File: config.mk
export PLATFORM = sky130hd
export DESIGN_NAME = even_parity_frame_rx
export DESIGN_NICKNAME = d
export VERILOG_FILES = /design/src/rtl/even_parity_frame_rx.sv
export SDC_FILE = /design/constraint.sdc
export NUM_CORES = 1
export LEC_CHECK = 0
export CAP_MARGIN = 30
export CORE_ASPECT_RATIO = 1.25
export CORE_MARGIN = 4
export CORE_UTILIZATION = 35
export CTS_BUF_LIST = sky130_fd_sc_hd__clkbuf_8
export CTS_CLUSTER_DIAMETER = 150
export DETAILED_ROUTE_END_ITERATION = 10
export DONT_BUFFER_PORTS = 1
export MAX_ROUTING_LAYER = met4
export PLACE_DENSITY = 0.53
export RECOVER_POWER = 100
export SKIP_LAST_GASP = 1
export SLEW_MARGIN = 25
export SYNTH_ARGS = -nofsm -noshare
export SYNTH_HDL_FRONTEND = slang
export SYNTH_SLANG_ARGS = --single-unit
File: constraint.sdc
create_clock -name clk -period 4 [get_ports clk]
set_input_delay 0.6 -clock clk [delete_from_list [all_inputs] [get_ports clk]]
set_output_delay 0.6 -clock clk [all_outputs]
set_load 0.01 [all_outputs]
File: src/rtl/even_parity_frame_rx.sv
// Serial even-parity frame receiver: deserializes DATA_W data bits plus one parity
// bit, registers the data and parity verdict, and keeps a saturating error count.
module even_parity_frame_rx #(
  parameter int DATA_W = 3,
  parameter int CNT_W  = 8
) (
  input  logic              clk,
  input  logic              rst,
  input  logic              bit_valid,
  input  logic              s_bit,
  input  logic              sof,
  input  logic              clr_cnt,
  output logic              frame_valid,
  output logic [DATA_W-1:0] data_out,
  output logic              parity_bit,
  output logic              parity_err,
  output logic              abort,
  output logic              busy,
  output logic [CNT_W-1:0]  err_count
);

  localparam int BCW = $clog2(DATA_W + 2);

  typedef enum logic {IDLE, SHIFT} state_t;

  state_t            state, state_nx;
  logic [DATA_W-1:0] shreg_p0;
  logic [BCW-1:0]    bit_cnt_p0;
  logic              run_par_p0;

  logic              take_first;
  logic              take_next;
  logic              last_bit;
  logic              frame_err;
  logic [DATA_W-1:0] shreg_nx;

  function automatic logic [CNT_W-1:0] sat_inc(input logic [CNT_W-1:0] v);
    return (&v) ? v : v + CNT_W'(1);
  endfunction

  // A sof bit always starts a frame, whether from IDLE or over a partial one.
  assign take_first = bit_valid && sof;
  assign take_next  = bit_valid && !sof && (state == SHIFT);
  assign last_bit   = take_next && (bit_cnt_p0 == BCW'(DATA_W));
  assign frame_err  = run_par_p0 ^ s_bit;
  assign shreg_nx   = DATA_W'({shreg_p0, s_bit});

  always_ff @(posedge clk or posedge rst) begin
    if (rst) state <= IDLE;
    else     state <= state_nx;
  end

  always_comb begin
    state_nx = state;
    case (state)
      IDLE:    if (take_first) state_nx = SHIFT;
      SHIFT:   if (last_bit)   state_nx = IDLE;
      default: state_nx = IDLE;
    endcase
  end

  always_comb begin
    busy = (state == SHIFT);
  end

  // Stage p0: shift register, bit count and running parity.
  always_ff @(posedge clk or posedge rst) begin
    if (rst) begin
      shreg_p0   <= '0;
      bit_cnt_p0 <= '0;
      run_par_p0 <= 1'b0;
    end else if (take_first) begin
      shreg_p0   <= DATA_W'(s_bit);
      bit_cnt_p0 <= BCW'(1);
      run_par_p0 <= s_bit;
    end else if (last_bit) begin
      shreg_p0   <= '0;
      bit_cnt_p0 <= '0;
      run_par_p0 <= 1'b0;
    end else if (take_next) begin
      shreg_p0   <= shreg_nx;
      bit_cnt_p0 <= bit_cnt_p0 + BCW'(1);
      run_par_p0 <= frame_err;
    end
  end

  // Stage p1: frame results, registered on the edge that takes the parity bit.
  always_ff @(posedge clk or posedge rst) begin
    if (rst) begin
      frame_valid <= 1'b0;
      abort       <= 1'b0;
      data_out    <= '0;
      parity_bit  <= 1'b0;
      parity_err  <= 1'b0;
      err_count   <= '0;
    end else begin
      frame_valid <= last_bit;
      abort       <= take_first && (state == SHIFT);
      if (last_bit) begin
        data_out   <= shreg_p0;
        parity_bit <= s_bit;
        parity_err <= frame_err;
      end
      if (clr_cnt)                    err_count <= '0;
      else if (last_bit && frame_err) err_count <= sat_inc(err_count);
    end
  end

endmodule

# Word level (Yosys, flattened, before mapping)
# Cells that the tools add are included.
[classes]
n_addsub = 2
eq_ne = 2
n_mux = 15
bitwise_logic = 2
reduce_logical = 11
[op_table]
columns = ["cell", "n"]
rows = [
  ["$mux W8", 3],
  ["$mux W3", 6],
  ["$add A8 B1 Y8 const B", 1],
  ["$reduce_and A8 Y1", 1],
  ["$logic_and A1 B1 Y1", 6],
  ["$mux W1", 5],
  ["$add A3 B1 Y3 const B", 1],
  ["$eq A3 B2 Y1 const B", 1],
  ["$reduce_bool A3 Y1", 1],
  ["$ne A2 B2 Y1 const B", 1],
  ["$pmux W1 S2", 1],
  ["$reduce_and A2 Y1", 1],
  ["$reduce_bool A2 Y1", 1],
  ["$logic_not A1 Y1", 1],
  ["$not A1 Y1", 1],
  ["$xor A1 B1 Y1", 1],
]
[totals]
reg_bits = 23
in_bits = 6
output_inout_bits = 16
word_cells = 42

# Logic depth before layout (Yosys ltp)
# Gate-level depths: netlist of run 1.
[depth]
ltp_word = 7
depth_mapped = 6
depth_no_buf = 6

# Worst setup path before layout of run 1
# OpenSTA, ideal clock, no wires.
[synth_path]
path_type = "input-to-reg"
startpoint = "input sof"
endpoint = "register err_count[4]"
setup_time_ns = 0.134
arrival_ns = 1.633
required_ns = 3.866
path_slack_ns = 2.233
path_stages = 6
n_path_buf = 2
path_cell_list = "buf_6 -> and3b_1 -> nand3_2 -> buf_2 -> o41ai_1 -> a21oi_1"
[synth_between]
elab_chain_cells = 7
[synth_rtl]
columns = ["item", "line", "rtl"]
rows = [
  ["start, declared", "11", "input logic sof,"],
  ["$logic_not A1 Y1", "43", "assign take_next = bit_valid && !sof && (state == SHIFT);"],
  ["$logic_and A1 B1 Y1 (2 in series)", "43", ""],
  ["$logic_and A1 B1 Y1", "44", "assign last_bit = take_next && (bit_cnt_p0 == BCW'(DATA_W));"],
  ["$logic_and A1 B1 Y1", "105", "else if (last_bit && frame_err) err_count <= sat_inc(err_count);"],
  ["$reduce_bool A2 Y1 (no line)", "n/a", ""],
  ["$reduce_and A2 Y1 (no line)", "n/a", ""],
  ["end signal, assigned", "105", ""],
  ["end, declared", "19", "output logic [CNT_W-1:0] err_count"],
]
# Every way passes these cells.
# A chain may end at the register's enable or synchronous reset.

# Final worst setup path of run 1
[layout_path]
startpoint = "register bit_cnt_p0[0]"
endpoint = "register err_count[5]"
[layout_between]
elab_chain_cells = 5
[layout_rtl]
columns = ["item", "line", "rtl"]
rows = [
  ["start, declared", "28", "logic [BCW-1:0] bit_cnt_p0;"],
  ["start signal, assigned", "82", "bit_cnt_p0 <= bit_cnt_p0 + BCW'(1);"],
  ["$eq A3 B2 Y1", "44", ""],
  ["$logic_and A1 B1 Y1", "44", ""],
  ["$logic_and A1 B1 Y1", "105", ""],
  ["$reduce_bool A2 Y1 (no line)", "n/a", ""],
  ["$reduce_and A2 Y1 (no line)", "n/a", ""],
]
# Every way passes these cells.

==> impl_metrics.prom, run 1 <==
# TYPE chip_impl_metric gauge
chip_impl_metric{name="die-area",unit="sq um"} 4060
chip_impl_metric{name="drt_iter0_markers",unit=""} 20
chip_impl_metric{name="detail_route.drc_violations",unit=""} 0
chip_impl_metric{name="place.port_buffers",unit=""} 0
chip_impl_metric{name="final_layout_size_suffix_gt1_share",unit="%"} 3.64
chip_impl_metric{name="drv_slew",unit=""} 0
chip_impl_metric{name="crit_arrival",unit="ps"} 2200
chip_impl_info{name="worst-setup-path-type",value="flip-flop to flip-flop"} 1
chip_impl_metric{name="synth_seq_cells",unit=""} 23
chip_impl_info{name="rr_endpoint",value="err_count[5]$_DFFE_PP0P_"} 1
chip_impl_metric{name="detail_route.vias_per_cell",unit=""} 5.42
chip_impl_info{name="worst_setup_path_startpoint",value="bit_cnt_p0[0]$_DFFE_PP0P_"} 1
chip_impl_metric{name="grt_first_pass_wirelength",unit="um"} 3800
chip_impl_metric{name="synth_cells",unit=""} 110
chip_impl_metric{name="grt_max_degree",unit=""} 24
chip_impl_metric{name="placeableCoreArea",unit="sq um"} 2950
chip_impl_metric{name="cts_inserted_buffers",unit=""} 3
chip_impl_metric{name="placed_area",unit="sq um"} 1100
chip_impl_metric{name="place.gp.congestion",unit=""} 0.760
chip_impl_metric{name="power.leakage",unit="nW"} 0.527
chip_impl_metric{name="final.setup.worst_slack",unit="ps"} 1990
chip_impl_info{name="worstSetupStartpointType",value="flip-flop"} 1
chip_impl_metric{name="r2r_slack",unit="ps"} 1990
chip_impl_info{name="mostFrequentLayoutCell",value="dfrtp_1"} 1
chip_impl_metric{name="setup_fix_bufs_post_cts",unit=""} 0
chip_impl_metric{name="tightest_slew",unit="ps"} 886
chip_impl_metric{name="design_area",unit="sq um"} 1140
chip_impl_metric{name="fmax",unit="MHz"} 498
chip_impl_metric{name="io-pin-count",unit=""} 22
chip_impl_metric{name="mappedNetlistArea",unit="sq um"} 1080
chip_impl_metric{name="yosys-mux-area-fraction",unit="%"} 0.923
chip_impl_metric{name="seq_area_frac_synth",unit="%"} 53.1
chip_impl_metric{name="path_max_fanout",unit=""} 16
chip_impl_metric{name="worst_clock_skew",unit="ps"} 1.49
chip_impl_metric{name="placed_cells",unit=""} 141
chip_impl_metric{name="drt-wirelength-per-cell",unit="um"} 15.1
chip_impl_info{name="critical_path.endpoint_type",value="flip-flop"} 1
chip_impl_info{name="worst_hold_path_type",value="input port to asynchronous set/reset pin"} 1
chip_impl_metric{name="max-vdd-ir-drop",unit="mV"} 0.276
chip_impl_metric{name="yosys.area_share.simple",unit="%"} 23.4
chip_impl_metric{name="post_synth_fa_ha_maj_area_fraction",unit="%"} 2.31
chip_impl_metric{name="power.density_cell_area",unit="nW/um^2"} 472
chip_impl_metric{name="report.final.hold_viol_count",unit=""} 0
chip_impl_metric{name="std_cell_rows",unit=""} 22
chip_impl_metric{name="mappedNetlistNets",unit=""} 118
chip_impl_metric{name="cell_variety_after_synth",unit=""} 35
chip_impl_metric{name="cts.htree.levels",unit=""} 1
chip_impl_metric{name="final_util",unit="%"} 38.8
chip_impl_metric{name="timing.hold.ws",unit="ps"} 159
chip_impl_metric{name="critical-path-max-stage-delay",unit="ps"} 620
chip_impl_metric{name="synth_xor_xnor_area_share",unit="%"} 0.807
chip_impl_metric{name="clock_insertion_delay_worst_skew",unit="ps"} 260
chip_impl_metric{name="antenna_found_initial",unit=""} 0
chip_impl_metric{name="fin_setup_tns",unit="ps"} 0
chip_impl_info{name="final_cell_mix",value="dfrtp_1, nand2_1, a21oi_1, inv_1"} 1
chip_impl_metric{name="ys.warnings.count",unit=""} 0
chip_impl_metric{name="max-clock-path-buffers",unit=""} 2
chip_impl_metric{name="maxSlewHeadroom",unit="%"} 40.9
chip_impl_metric{name="die_height",unit="um"} 70.2
chip_impl_metric{name="totalWireLength",unit="um"} 2210
chip_impl_metric{name="grt_pass1_vias",unit=""} 800
chip_impl_info{name="synth_top_family_by_area",value="simple AND/OR/NAND/NOR gates"} 1
chip_impl_metric{name="via_count",unit=""} 792
chip_impl_metric{name="complex_gate_fraction_of_the_synthesized_area",unit="%"} 15.0
chip_impl_metric{name="number_of_nets_at_the_end_of_the_flow",unit=""} 119
chip_impl_metric{name="post_layout_nonfiller_instances",unit=""} 146
chip_impl_metric{name="die_x_extent",unit="um"} 57.8
chip_impl_info{name="post-synth-top-area-cell",value="dfrtp_1"} 1
chip_impl_metric{name="power.total",unit="mW"} 0.539
chip_impl_metric{name="period_share",unit="%"} 50.2
chip_impl_info{name="critPathSlowestCell",value="or4_1"} 1
chip_impl_metric{name="clkSlewWorstSetupHoldPaths",unit="ps"} 80
chip_impl_metric{name="hpwl",unit="um"} 1590
chip_impl_metric{name="gr-total-overflow",unit=""} 0
chip_impl_metric{name="drv_cap",unit=""} 0
chip_impl_metric{name="synthesis.area_per_instance",unit="sq um"} 9.86
chip_impl_metric{name="post-synth-top-area-fraction",unit="%"} 53.1
chip_impl_metric{name="flow.area_growth_from_synthesis",unit="%"} 5.42
chip_impl_metric{name="seqCellArea",unit="sq um"} 576
chip_impl_metric{name="first_drt_pass_iteration_count",unit=""} 2
chip_impl_info{name="origin_of_the_critical_flop_to_flop_path",value="bit_cnt_p0[0]$_DFFE_PP0P_"} 1
chip_impl_info{name="run_status",value="complete, no violations"} 1
chip_impl_metric{name="worst_setup_slack_after_placement",unit="ps"} 2130
chip_impl_metric{name="initial_core_util",unit="%"} 36.8
chip_impl_metric{name="clkSinkCount",unit=""} 23
chip_impl_info{name="cp_cell_instances",value="ha_1, nor2b_1, nand3_1, or4_1, a21oi_1"} 1
chip_impl_info{name="cts-root-buf",value="clkbuf_8"} 1
chip_impl_metric{name="number_of_cells_traversed_by_the_worst_register_to_register_path",unit=""} 5
chip_impl_metric{name="min_period",unit="ps"} 2010
chip_impl_metric{name="hold_fix_buffer_count_after_cts",unit=""} 0
chip_impl_metric{name="critical_path_required",unit="ps"} 4190
chip_impl_metric{name="setup_viol",unit=""} 0
chip_impl_metric{name="fillerInstances",unit=""} 294
chip_impl_info{name="cts_tree",value="built"} 1
chip_impl_metric{name="multi_input_comb_area",unit="sq um"} 455
chip_impl_info{name="yosys-top-cells-area",value="dfrtp_1, nand2_1, a21oi_1, o31ai_1, or4_1"} 1
chip_impl_info{name="grt_setup_unrepaired",value="no"} 1
chip_impl_metric{name="grtUsageTotal",unit="%"} 12.3
chip_impl_metric{name="cts-resized-gates",unit=""} 0
chip_impl_metric{name="diodes",unit=""} 0
chip_impl_metric{name="number_of_antenna_violating_nets_in_the_routed_design",unit=""} 0
cells by family (layout without fill, tap and decap cells):
family,count (synthesis),count (layout)
buffers and inverters,10,10
flip-flops,23,23
XOR/XNOR,1,1
multiplexers,1,1
AND/OR/NAND/NOR,48,48
AO/OA/AOI/OAI,25,25
adder cells (fa/ha/maj),2,2
cell type report:
class	count	area share, %
Sequential cell	23	50.3
Multi-Input combinational cell	77	39.8
Tap cell	36	3.94
Clock buffer	3	3.61
Inverter	5	1.64
Clock inverter	1	0.328
Timing Repair Buffer	1	0.328
sequential cells by signal (all words and copies together), names as in the netlist:
register / cells
bit_cnt_p0: 3
run_par_p0: 1
busy: 1
shreg_p0: 3
err_count: 8
abort: 1
parity_err: 1
parity_bit: 1
data_out: 3
frame_valid: 1
worst max path at each step:
stage | depth (start not counted) | end | slack, ps
after floorplan | 6 | err_count[4]$_DFFE_PP0P_ | 2230
after global placement | 4 | err_count[3]$_DFFE_PP0P_ | 2170
after detailed placement | 4 | err_count[3]$_DFFE_PP0P_ | 2130
after CTS | 5 | err_count[3]$_DFFE_PP0P_ | 2120
after global routing | 5 | err_count[3]$_DFFE_PP0P_ | 1740
final | 5 | err_count[5]$_DFFE_PP0P_ | 1990
report_power, final:
part	switching (mW)	total, mW	internal, mW
clock network	0.0693	0.138	0.0684
logic	0.0442	0.0805	0.0362
registers	0.0467	0.321	0.275
total	0.160	0.539	0.379
cells in the mapped netlist:
cell type	number
a22o_1	3
o31ai_1	4
a31oi_1	1
inv_1	5
nand3_2	1
o22ai_1	1
or4_1	4
buf_1	1
or2_0	1
o41ai_1	1
or3_1	2
nor3_1	1
nand2_1	22
and3_1	3
xor2_1	1
a22oi_1	1
nand2b_1	2
a21oi_1	8
o21ai_0	3
dfrtp_1	23
mux2i_1	1
buf_2	3
a21o_1	1
ha_1	2
and3_4	1
and4_1	1
a211oi_1	1
buf_6	1
and3b_1	1
a21boi_0	1
nor2_1	3
nor4_1	1
nor2b_1	1
nand3_1	3
nand4b_1	1
per-layer routing:
metal,part of all wire [%],vias to the layer above,GRT usage (%)
li1,-,391,-
met1,40,388,13.0
met2,55,11,20.5
met3,4.9,2,3.70
met4,0.73,0,5.93
met5,0,-,-
worst max-delay path, delay by kind of cell (launching register included):
family / cells / cell delay [ps]
AO/OA/AOI/OAI: 1 / 150
adder cells (fa/ha/maj): 1 / 170
flip-flops: 1 / 360
AND/OR/NAND/NOR: 3 / 1250
Note: power is estimated with default switching activity, not from simulation.
==> run 2: changes to the inputs <==
--- a/config.mk
+++ b/config.mk
@@ -14,7 +14,7 @@
 export DETAILED_ROUTE_END_ITERATION = 10
 export DONT_BUFFER_PORTS = 1
 export MAX_ROUTING_LAYER = met4
-export PLACE_DENSITY = 0.53
+export PLACE_DENSITY = 0.55
 export RECOVER_POWER = 100
 export SKIP_LAST_GASP = 1
 export SLEW_MARGIN = 25
==> constraint.sdc (replaced) <==
create_clock -name clk -period 1.77 [get_ports clk]
set_input_delay 0.2655 -clock clk [delete_from_list [all_inputs] [get_ports clk]]
set_output_delay 0.2655 -clock clk [all_outputs]
set_load 0.01 [all_outputs]
==> impl_metrics.prom, run 2 (same netlist as run 1, synthesis figures left out) <==
# TYPE chip_impl_metric gauge
chip_impl_metric{name="pwr-share-seq",unit="%"} 56.0
chip_impl_info{name="critical_path.endpoint_type",value="flip-flop"} 1
chip_impl_metric{name="place.gp.congestion",unit=""} 0.803
chip_impl_metric{name="grt_max_degree",unit=""} 24
chip_impl_metric{name="placeableCoreArea",unit="sq um"} 2950
chip_impl_metric{name="critical_path_required",unit="ps"} 1960
chip_impl_metric{name="totalWireLength",unit="um"} 2350
chip_impl_info{name="cp_cell_instances",value="ha_1, nor2b_2, nand3_4, buf_4, or3_1, a21oi_1"} 1
chip_impl_metric{name="clock_insertion_delay_worst_skew",unit="ps"} 260
chip_impl_metric{name="power.internal",unit="mW"} 0.873
chip_impl_metric{name="crit_arrival",unit="ps"} 1860
chip_impl_metric{name="hold_depth",unit=""} 1
chip_impl_metric{name="tightest_slew",unit="ps"} 586
chip_impl_metric{name="fillerInstances",unit=""} 321
chip_impl_metric{name="flow.area_growth_from_synthesis",unit="%"} 12.8
chip_impl_metric{name="number_of_cells_traversed_by_the_worst_register_to_register_path",unit=""} 6
chip_impl_metric{name="grt_pass1_vias",unit=""} 900
chip_impl_metric{name="grtUsageTotal",unit="%"} 12.4
chip_impl_metric{name="detail_route.vias_per_cell",unit=""} 5.42
chip_impl_metric{name="worst_setup_slack_after_placement",unit="ps"} 37.4
chip_impl_metric{name="drt_iter0_markers",unit=""} 20
chip_impl_metric{name="die-area",unit="sq um"} 4060
chip_impl_metric{name="std_cell_rows",unit=""} 22
chip_impl_metric{name="diodes",unit=""} 0
chip_impl_metric{name="antenna_found_initial",unit=""} 0
chip_impl_metric{name="io-pin-count",unit=""} 22
chip_impl_metric{name="number_of_nets_at_the_end_of_the_flow",unit=""} 132
chip_impl_metric{name="design_area",unit="sq um"} 1220
chip_impl_metric{name="largest_register_ffs",unit=""} 8
chip_impl_metric{name="power.leakage",unit="nW"} 0.554
chip_impl_info{name="final_cell_mix",value="dfrtp_1, nand2_1, clkbuf_1, a21oi_1, inv_1"} 1
chip_impl_metric{name="r2r_slack",unit="ps"} 100
chip_impl_info{name="origin_of_the_critical_flop_to_flop_path",value="bit_cnt_p0[0]$_DFFE_PP0P_"} 1
chip_impl_metric{name="path_max_fanout",unit=""} 9
chip_impl_metric{name="fin_setup_tns",unit="ps"} 0
chip_impl_metric{name="cts_inserted_buffers",unit=""} 3
chip_impl_info{name="holdCritStartpoint",value="clr_cnt"} 1
chip_impl_info{name="worstSetupStartpointType",value="flip-flop"} 1
chip_impl_metric{name="final.setup.worst_slack",unit="ps"} 95.6
chip_impl_metric{name="gr-total-overflow",unit=""} 0
chip_impl_info{name="critPathSlowestCell",value="dfrtp_1"} 1
chip_impl_metric{name="switch_pwr",unit="mW"} 0.389
chip_impl_metric{name="die_x_extent",unit="um"} 57.8
chip_impl_metric{name="clkSlewWorstSetupHoldPaths",unit="ps"} 80
chip_impl_metric{name="clkSinkCount",unit=""} 23
chip_impl_metric{name="timing.hold.ws",unit="ps"} 54.1
chip_impl_metric{name="via_count",unit=""} 862
chip_impl_metric{name="max-vdd-ir-drop",unit="mV"} 0.546
chip_impl_info{name="grt_setup_unrepaired",value="no"} 1
chip_impl_metric{name="grt_first_pass_wirelength",unit="um"} 3900
chip_impl_metric{name="place.port_buffers",unit=""} 0
chip_impl_metric{name="power_switching_share",unit="%"} 30.8
chip_impl_metric{name="critical-path-max-stage-delay",unit="ps"} 380
chip_impl_metric{name="number_of_antenna_violating_nets_in_the_routed_design",unit=""} 0
chip_impl_metric{name="die_height",unit="um"} 70.2
chip_impl_metric{name="period_share",unit="%"} 94.6
chip_impl_info{name="top_register_by_number_of_flip_flops",value="err_count"} 1
chip_impl_metric{name="final_layout_size_suffix_gt1_share",unit="%"} 8.13
chip_impl_metric{name="setup_viol",unit=""} 0
chip_impl_info{name="worst_hold_path_type",value="input port to flip-flop"} 1
chip_impl_metric{name="pwr-share-clk",unit="%"} 25.4
chip_impl_metric{name="worst_clock_skew",unit="ps"} 2.88
chip_impl_metric{name="drv_cap",unit=""} 0
chip_impl_info{name="worst_hold_path.endpoint",value="err_count[0]$_DFFE_PP0P_"} 1
chip_impl_metric{name="placed_area",unit="sq um"} 1190
chip_impl_metric{name="power.density_cell_area",unit="nW/um^2"} 1030
chip_impl_info{name="cts-root-buf",value="clkbuf_8"} 1
chip_impl_info{name="worst-setup-path-type",value="flip-flop to flip-flop"} 1
chip_impl_metric{name="detail_route.drc_violations",unit=""} 0
chip_impl_metric{name="min_period",unit="ps"} 1670
chip_impl_metric{name="hpwl",unit="um"} 1740
chip_impl_info{name="rr_endpoint",value="err_count[7]$_DFFE_PP0P_"} 1
chip_impl_info{name="mostFrequentLayoutCell",value="dfrtp_1"} 1
chip_impl_metric{name="max-clock-path-buffers",unit=""} 2
chip_impl_metric{name="report.final.hold_viol_count",unit=""} 0
chip_impl_info{name="cts_tree",value="built"} 1
chip_impl_metric{name="fmax",unit="MHz"} 597
chip_impl_metric{name="drv_slew",unit=""} 0
chip_impl_metric{name="maxSlewHeadroom",unit="%"} 61.0
chip_impl_metric{name="drt-wirelength-per-cell",unit="um"} 14.8
chip_impl_info{name="run_status",value="complete, no violations"} 1
chip_impl_metric{name="first_drt_pass_iteration_count",unit=""} 4
chip_impl_metric{name="placed_cells",unit=""} 153
chip_impl_metric{name="post_layout_nonfiller_instances",unit=""} 159
chip_impl_metric{name="initial_core_util",unit="%"} 36.8
chip_impl_metric{name="cts.htree.levels",unit=""} 1
chip_impl_metric{name="power.share.combinational",unit="%"} 18.6
run 2: cell count changes in the layout (fill, tap and decap cells not counted), sizes merged:
cell,before,now
buf,0,2
inv,6,5
clkinv,0,1
dlygate4sd3,0,1
clkbuf,4,14
run 2: power groups by stage:
stage	Sequential [mW]	Combinational [mW]	Clock (mW)
detailed placement	0.720	0.235	0
global route	0.718	0.269	0.355
global placement	0.716	0.228	0
finish	0.707	0.234	0.321
floorplan	0.715	0.166	0
CTS	0.709	0.239	0.332
run 2: area by class of cell:
| type | instances | area, sq um | area share [%] |
|---|---|---|---|
| Tap cell | 36 | 45.0 | 3.68 |
| Clock inverter | 1 | 5.00 | 0.409 |
| Multi-Input combinational cell | 77 | 470 | 38.4 |
| Sequential cell | 23 | 576 | 47.0 |
| Timing Repair Buffer | 14 | 67.6 | 5.52 |
| Clock buffer | 3 | 41.3 | 3.37 |
| Inverter | 5 | 18.8 | 1.53 |
run 2: what timing repair did:
item / CTS / global route
hold endpoints to repair: 23 / 0
gates resized for setup: 0 / 2
endpoints found under the setup margin: 0 / 7
buffers inserted: 0 / 1
hold buffers: 1 / 0
run 2: how the worst max path moves through the flow:
stage / startpoint / to / slack (ps) / cells past startpoint
2_1_floorplan: err_count[0]$_DFFE_PP0P_ / err_count[3]$_DFFE_PP0P_ / 140 / 5
3_3_place_gp: bit_cnt_p0[0]$_DFFE_PP0P_ / err_count[3]$_DFFE_PP0P_ / 110 / 5
5_1_grt: bit_cnt_p0[0]$_DFFE_PP0P_ / err_count[7]$_DFFE_PP0P_ / 3 / 6
6_report: bit_cnt_p0[0]$_DFFE_PP0P_ / err_count[7]$_DFFE_PP0P_ / 100 / 6
3_5_place_dp: bit_cnt_p0[0]$_DFFE_PP0P_ / err_count[7]$_DFFE_PP0P_ / 40 / 6
4_1_cts: bit_cnt_p0[0]$_DFFE_PP0P_ / err_count[7]$_DFFE_PP0P_ / 20 / 6
run 2: metrics by stage:
step	utilization (%)	total power, mW
after floorplan	-	0.881
after global placement	40.4	0.944
after detailed placement	40.4	0.954
after CTS	42.3	1.28
after global routing	41.5	1.34
final	41.5	1.26
run 2: per-layer routing:
layer / track usage [%] / part of all wire, %
met5: - / 0
met4: 4.38 / 0.38
met3: 3.70 / 6.7
met2: 21.6 / 54
met1: 12.9 / 38
run 2: critical path, delay by kind of cell, from the launching register on:
| family | cells | cell delay [ps] |
|---|---|---|
| fa+ha+maj | 1 | 160 |
| simple gates | 3 | 720 |
| buf+inv | 1 | 180 |
| flops | 1 | 380 |
| compound gates | 1 | 160 |
==> run 3: changes to the inputs <==
--- a/config.mk
+++ b/config.mk
@@ -5,6 +5,7 @@
 export SDC_FILE = /design/constraint.sdc
 export NUM_CORES = 1
 export LEC_CHECK = 0
+export BUFFER_PORTS_ARGS = -buffer_cell sky130_fd_sc_hd__clkbuf_2
 export CAP_MARGIN = 30
 export CORE_ASPECT_RATIO = 1.25
 export CORE_MARGIN = 4
@@ -12,9 +13,8 @@
 export CTS_BUF_LIST = sky130_fd_sc_hd__clkbuf_8
 export CTS_CLUSTER_DIAMETER = 150
 export DETAILED_ROUTE_END_ITERATION = 10
-export DONT_BUFFER_PORTS = 1
 export MAX_ROUTING_LAYER = met4
-export PLACE_DENSITY = 0.55
+export PLACE_DENSITY = 0.61
 export RECOVER_POWER = 100
 export SKIP_LAST_GASP = 1
 export SLEW_MARGIN = 25
==> impl_metrics.prom, run 3 (same netlist as run 1, synthesis figures left out) <==
# TYPE chip_impl_metric gauge
chip_impl_info{name="run_status",value="complete, no violations"} 1
chip_impl_metric{name="die-area",unit="sq um"} 4060
chip_impl_metric{name="worst_clock_skew",unit="ps"} 0.931
chip_impl_metric{name="crit_arrival",unit="ps"} 1800
chip_impl_metric{name="max-vdd-ir-drop",unit="mV"} 0.619
chip_impl_metric{name="drt-wirelength-per-cell",unit="um"} 12.6
chip_impl_metric{name="maxSlewHeadroom",unit="%"} 18.6
chip_impl_metric{name="hold_depth",unit=""} 3
chip_impl_metric{name="antenna_found_initial",unit=""} 0
chip_impl_metric{name="multi_input_comb_area",unit="sq um"} 475
chip_impl_info{name="top_register_by_number_of_flip_flops",value="err_count"} 1
chip_impl_metric{name="min_period",unit="ps"} 1620
chip_impl_metric{name="tightest_slew",unit="ps"} 1220
chip_impl_metric{name="period_share",unit="%"} 91.5
chip_impl_metric{name="grtUsageTotal",unit="%"} 11.6
chip_impl_info{name="final_cell_mix",value="dfrtp_1, nand2_1, clkbuf_1, a21oi_1, clkbuf_2"} 1
chip_impl_metric{name="cts-resized-gates",unit=""} 0
chip_impl_metric{name="cts_inserted_buffers",unit=""} 3
chip_impl_metric{name="io-pin-count",unit=""} 22
chip_impl_metric{name="grt_first_pass_wirelength",unit="um"} 3750
chip_impl_metric{name="grt_max_degree",unit=""} 24
chip_impl_info{name="mostFrequentLayoutCell",value="dfrtp_1"} 1
chip_impl_metric{name="die_x_extent",unit="um"} 57.8
chip_impl_metric{name="placeableCoreArea",unit="sq um"} 2950
chip_impl_info{name="cts-root-buf",value="clkbuf_8"} 1
chip_impl_metric{name="clock_insertion_delay_worst_skew",unit="ps"} 260
chip_impl_metric{name="seqCellArea",unit="sq um"} 576
chip_impl_info{name="worstSetupStartpointType",value="flip-flop"} 1
chip_impl_metric{name="fin_setup_tns",unit="ps"} 0
chip_impl_info{name="cts_tree",value="built"} 1
chip_impl_metric{name="worst_setup_slack_after_placement",unit="ps"} 36.5
chip_impl_metric{name="design_area",unit="sq um"} 1300
chip_impl_metric{name="setup_fix_bufs_post_cts",unit=""} 0
chip_impl_metric{name="number_of_cells_traversed_by_the_worst_register_to_register_path",unit=""} 4
chip_impl_metric{name="grt_pass1_vias",unit=""} 881
chip_impl_metric{name="via_count",unit=""} 900
chip_impl_metric{name="initial_core_util",unit="%"} 36.8
chip_impl_metric{name="detail_route.drc_violations",unit=""} 0
chip_impl_metric{name="fmax",unit="MHz"} 617
chip_impl_metric{name="largest_register_ffs",unit=""} 8
chip_impl_metric{name="place.gp.congestion",unit=""} 0.763
chip_impl_metric{name="hold_fix_buffer_count_after_cts",unit=""} 0
chip_impl_metric{name="number_of_nets_at_the_end_of_the_flow",unit=""} 148
chip_impl_metric{name="r2r_slack",unit="ps"} 150
chip_impl_info{name="worst_hold_path.endpoint",value="parity_bit$_DFFE_PP0P_"} 1
chip_impl_metric{name="number_of_antenna_violating_nets_in_the_routed_design",unit=""} 0
chip_impl_info{name="worst_hold_path_type",value="input port to flip-flop"} 1
chip_impl_metric{name="clkSlewWorstSetupHoldPaths",unit="ps"} 70
chip_impl_metric{name="clkSinkCount",unit=""} 23
chip_impl_metric{name="fillerInstances",unit=""} 294
chip_impl_metric{name="final.setup.worst_slack",unit="ps"} 150
chip_impl_metric{name="hpwl",unit="um"} 1680
chip_impl_info{name="worst-setup-path-type",value="flip-flop to flip-flop"} 1
chip_impl_info{name="origin_of_the_critical_flop_to_flop_path",value="err_count[3]$_DFFE_PP0P_"} 1
chip_impl_metric{name="critical_path_required",unit="ps"} 1960
chip_impl_metric{name="flow.area_growth_from_synthesis",unit="%"} 19.8
chip_impl_info{name="critical_path.endpoint_type",value="flip-flop"} 1
chip_impl_metric{name="report.final.hold_viol_count",unit=""} 0
chip_impl_metric{name="placed_area",unit="sq um"} 1270
chip_impl_metric{name="cts.htree.levels",unit=""} 1
chip_impl_metric{name="detail_route.vias_per_cell",unit=""} 5.14
chip_impl_metric{name="die_height",unit="um"} 70.2
chip_impl_metric{name="std_cell_rows",unit=""} 22
chip_impl_metric{name="place.port_buffers",unit=""} 21
chip_impl_metric{name="path_max_fanout",unit=""} 11
chip_impl_metric{name="gr-total-overflow",unit=""} 0
chip_impl_metric{name="totalWireLength",unit="um"} 2200
chip_impl_metric{name="diodes",unit=""} 0
chip_impl_metric{name="drv_cap",unit=""} 0
chip_impl_metric{name="timing.hold.ws",unit="ps"} 276
chip_impl_metric{name="final_util",unit="%"} 44.1
chip_impl_info{name="rr_endpoint",value="err_count[5]$_DFFE_PP0P_"} 1
chip_impl_info{name="grt_setup_unrepaired",value="no"} 1
chip_impl_metric{name="power.leakage",unit="nW"} 0.604
chip_impl_metric{name="drt_iter0_markers",unit=""} 29
chip_impl_metric{name="first_drt_pass_iteration_count",unit=""} 4
chip_impl_metric{name="setup_viol",unit=""} 0
chip_impl_metric{name="max-clock-path-buffers",unit=""} 2
chip_impl_info{name="holdCritStartpoint",value="s_bit"} 1
chip_impl_metric{name="drv_slew",unit=""} 0
chip_impl_metric{name="final_layout_size_suffix_gt1_share",unit="%"} 12.9
chip_impl_metric{name="power.density_cell_area",unit="nW/um^2"} 1000
==> run 3: cell count changes in the layout (fill, tap and decap cells not counted), sizes merged <==
cell	before	now
buf	2	5
clkbuf	14	28
clkinv	1	0
dlygate4sd3	1	0
inv	5	6
==> run 3: layout make-up <==
type | count | share of cell area [%]
flip-flops and latches | 23 | 44.3
clock inverters | 1 | 0.289
well taps | 36 | 3.46
multi-input cells | 77 | 36.6
inverters | 5 | 1.44
repair buffers | 30 | 10.8
clock buffers | 3 | 3.18
==> run 3: how the worst max path moves through the flow <==
stage | cells after the start | from | slack (ps) | endpoint
floorplan | 5 | err_count[0]$_DFFE_PP0P_ | 140 | err_count[3]$_DFFE_PP0P_
global placement | 5 | bit_cnt_p0[0]$_DFFE_PP0P_ | 100 | err_count[5]$_DFFE_PP0P_
detailed placement | 6 | bit_cnt_p0[0]$_DFFE_PP0P_ | 40 | err_count[7]$_DFFE_PP0P_
CTS | 6 | bit_cnt_p0[0]$_DFFE_PP0P_ | 20 | err_count[7]$_DFFE_PP0P_
global route | 6 | bit_cnt_p0[0]$_DFFE_PP0P_ | 50 | err_count[0]$_DFFE_PP0P_
finish | 4 | err_count[3]$_DFFE_PP0P_ | 150 | err_count[5]$_DFFE_PP0P_
==> run 3: layer usage <==
| metal | up-vias | global-route usage [%] | share of wire, % | routed length, um |
|---|---|---|---|---|
| li1 | 445 | - | - | - |
| met1 | 433 | 13.3 | 45 | 995 |
| met4 | 0 | 3.35 | 0.64 | 14 |
| met5 | - | - | 0 | 0 |
| met3 | 2 | 1.85 | 4.4 | 97 |
| met2 | 20 | 20.4 | 50 | 1090 |
==> run 3: through the flow <==
stage,power [mW],std cells
after floorplan,0.881,110
after global placement,1.01,171
after detailed placement,1.02,171
after CTS,1.33,175
after global routing,1.39,175
final,1.30,175
==> run 3: critical path: stages (launching register included) <==
cell and delay, ps:
dfrtp_1 430, and3_4 200, and3_1 270, or4_1 490, a21oi_1 150
==> run 3: report_power, final <==
part	internal, mW	switching [mW]	total [mW]
registers	0.621	0.0529	0.674
logic	0.131	0.192	0.322
clock network	0.154	0.151	0.306
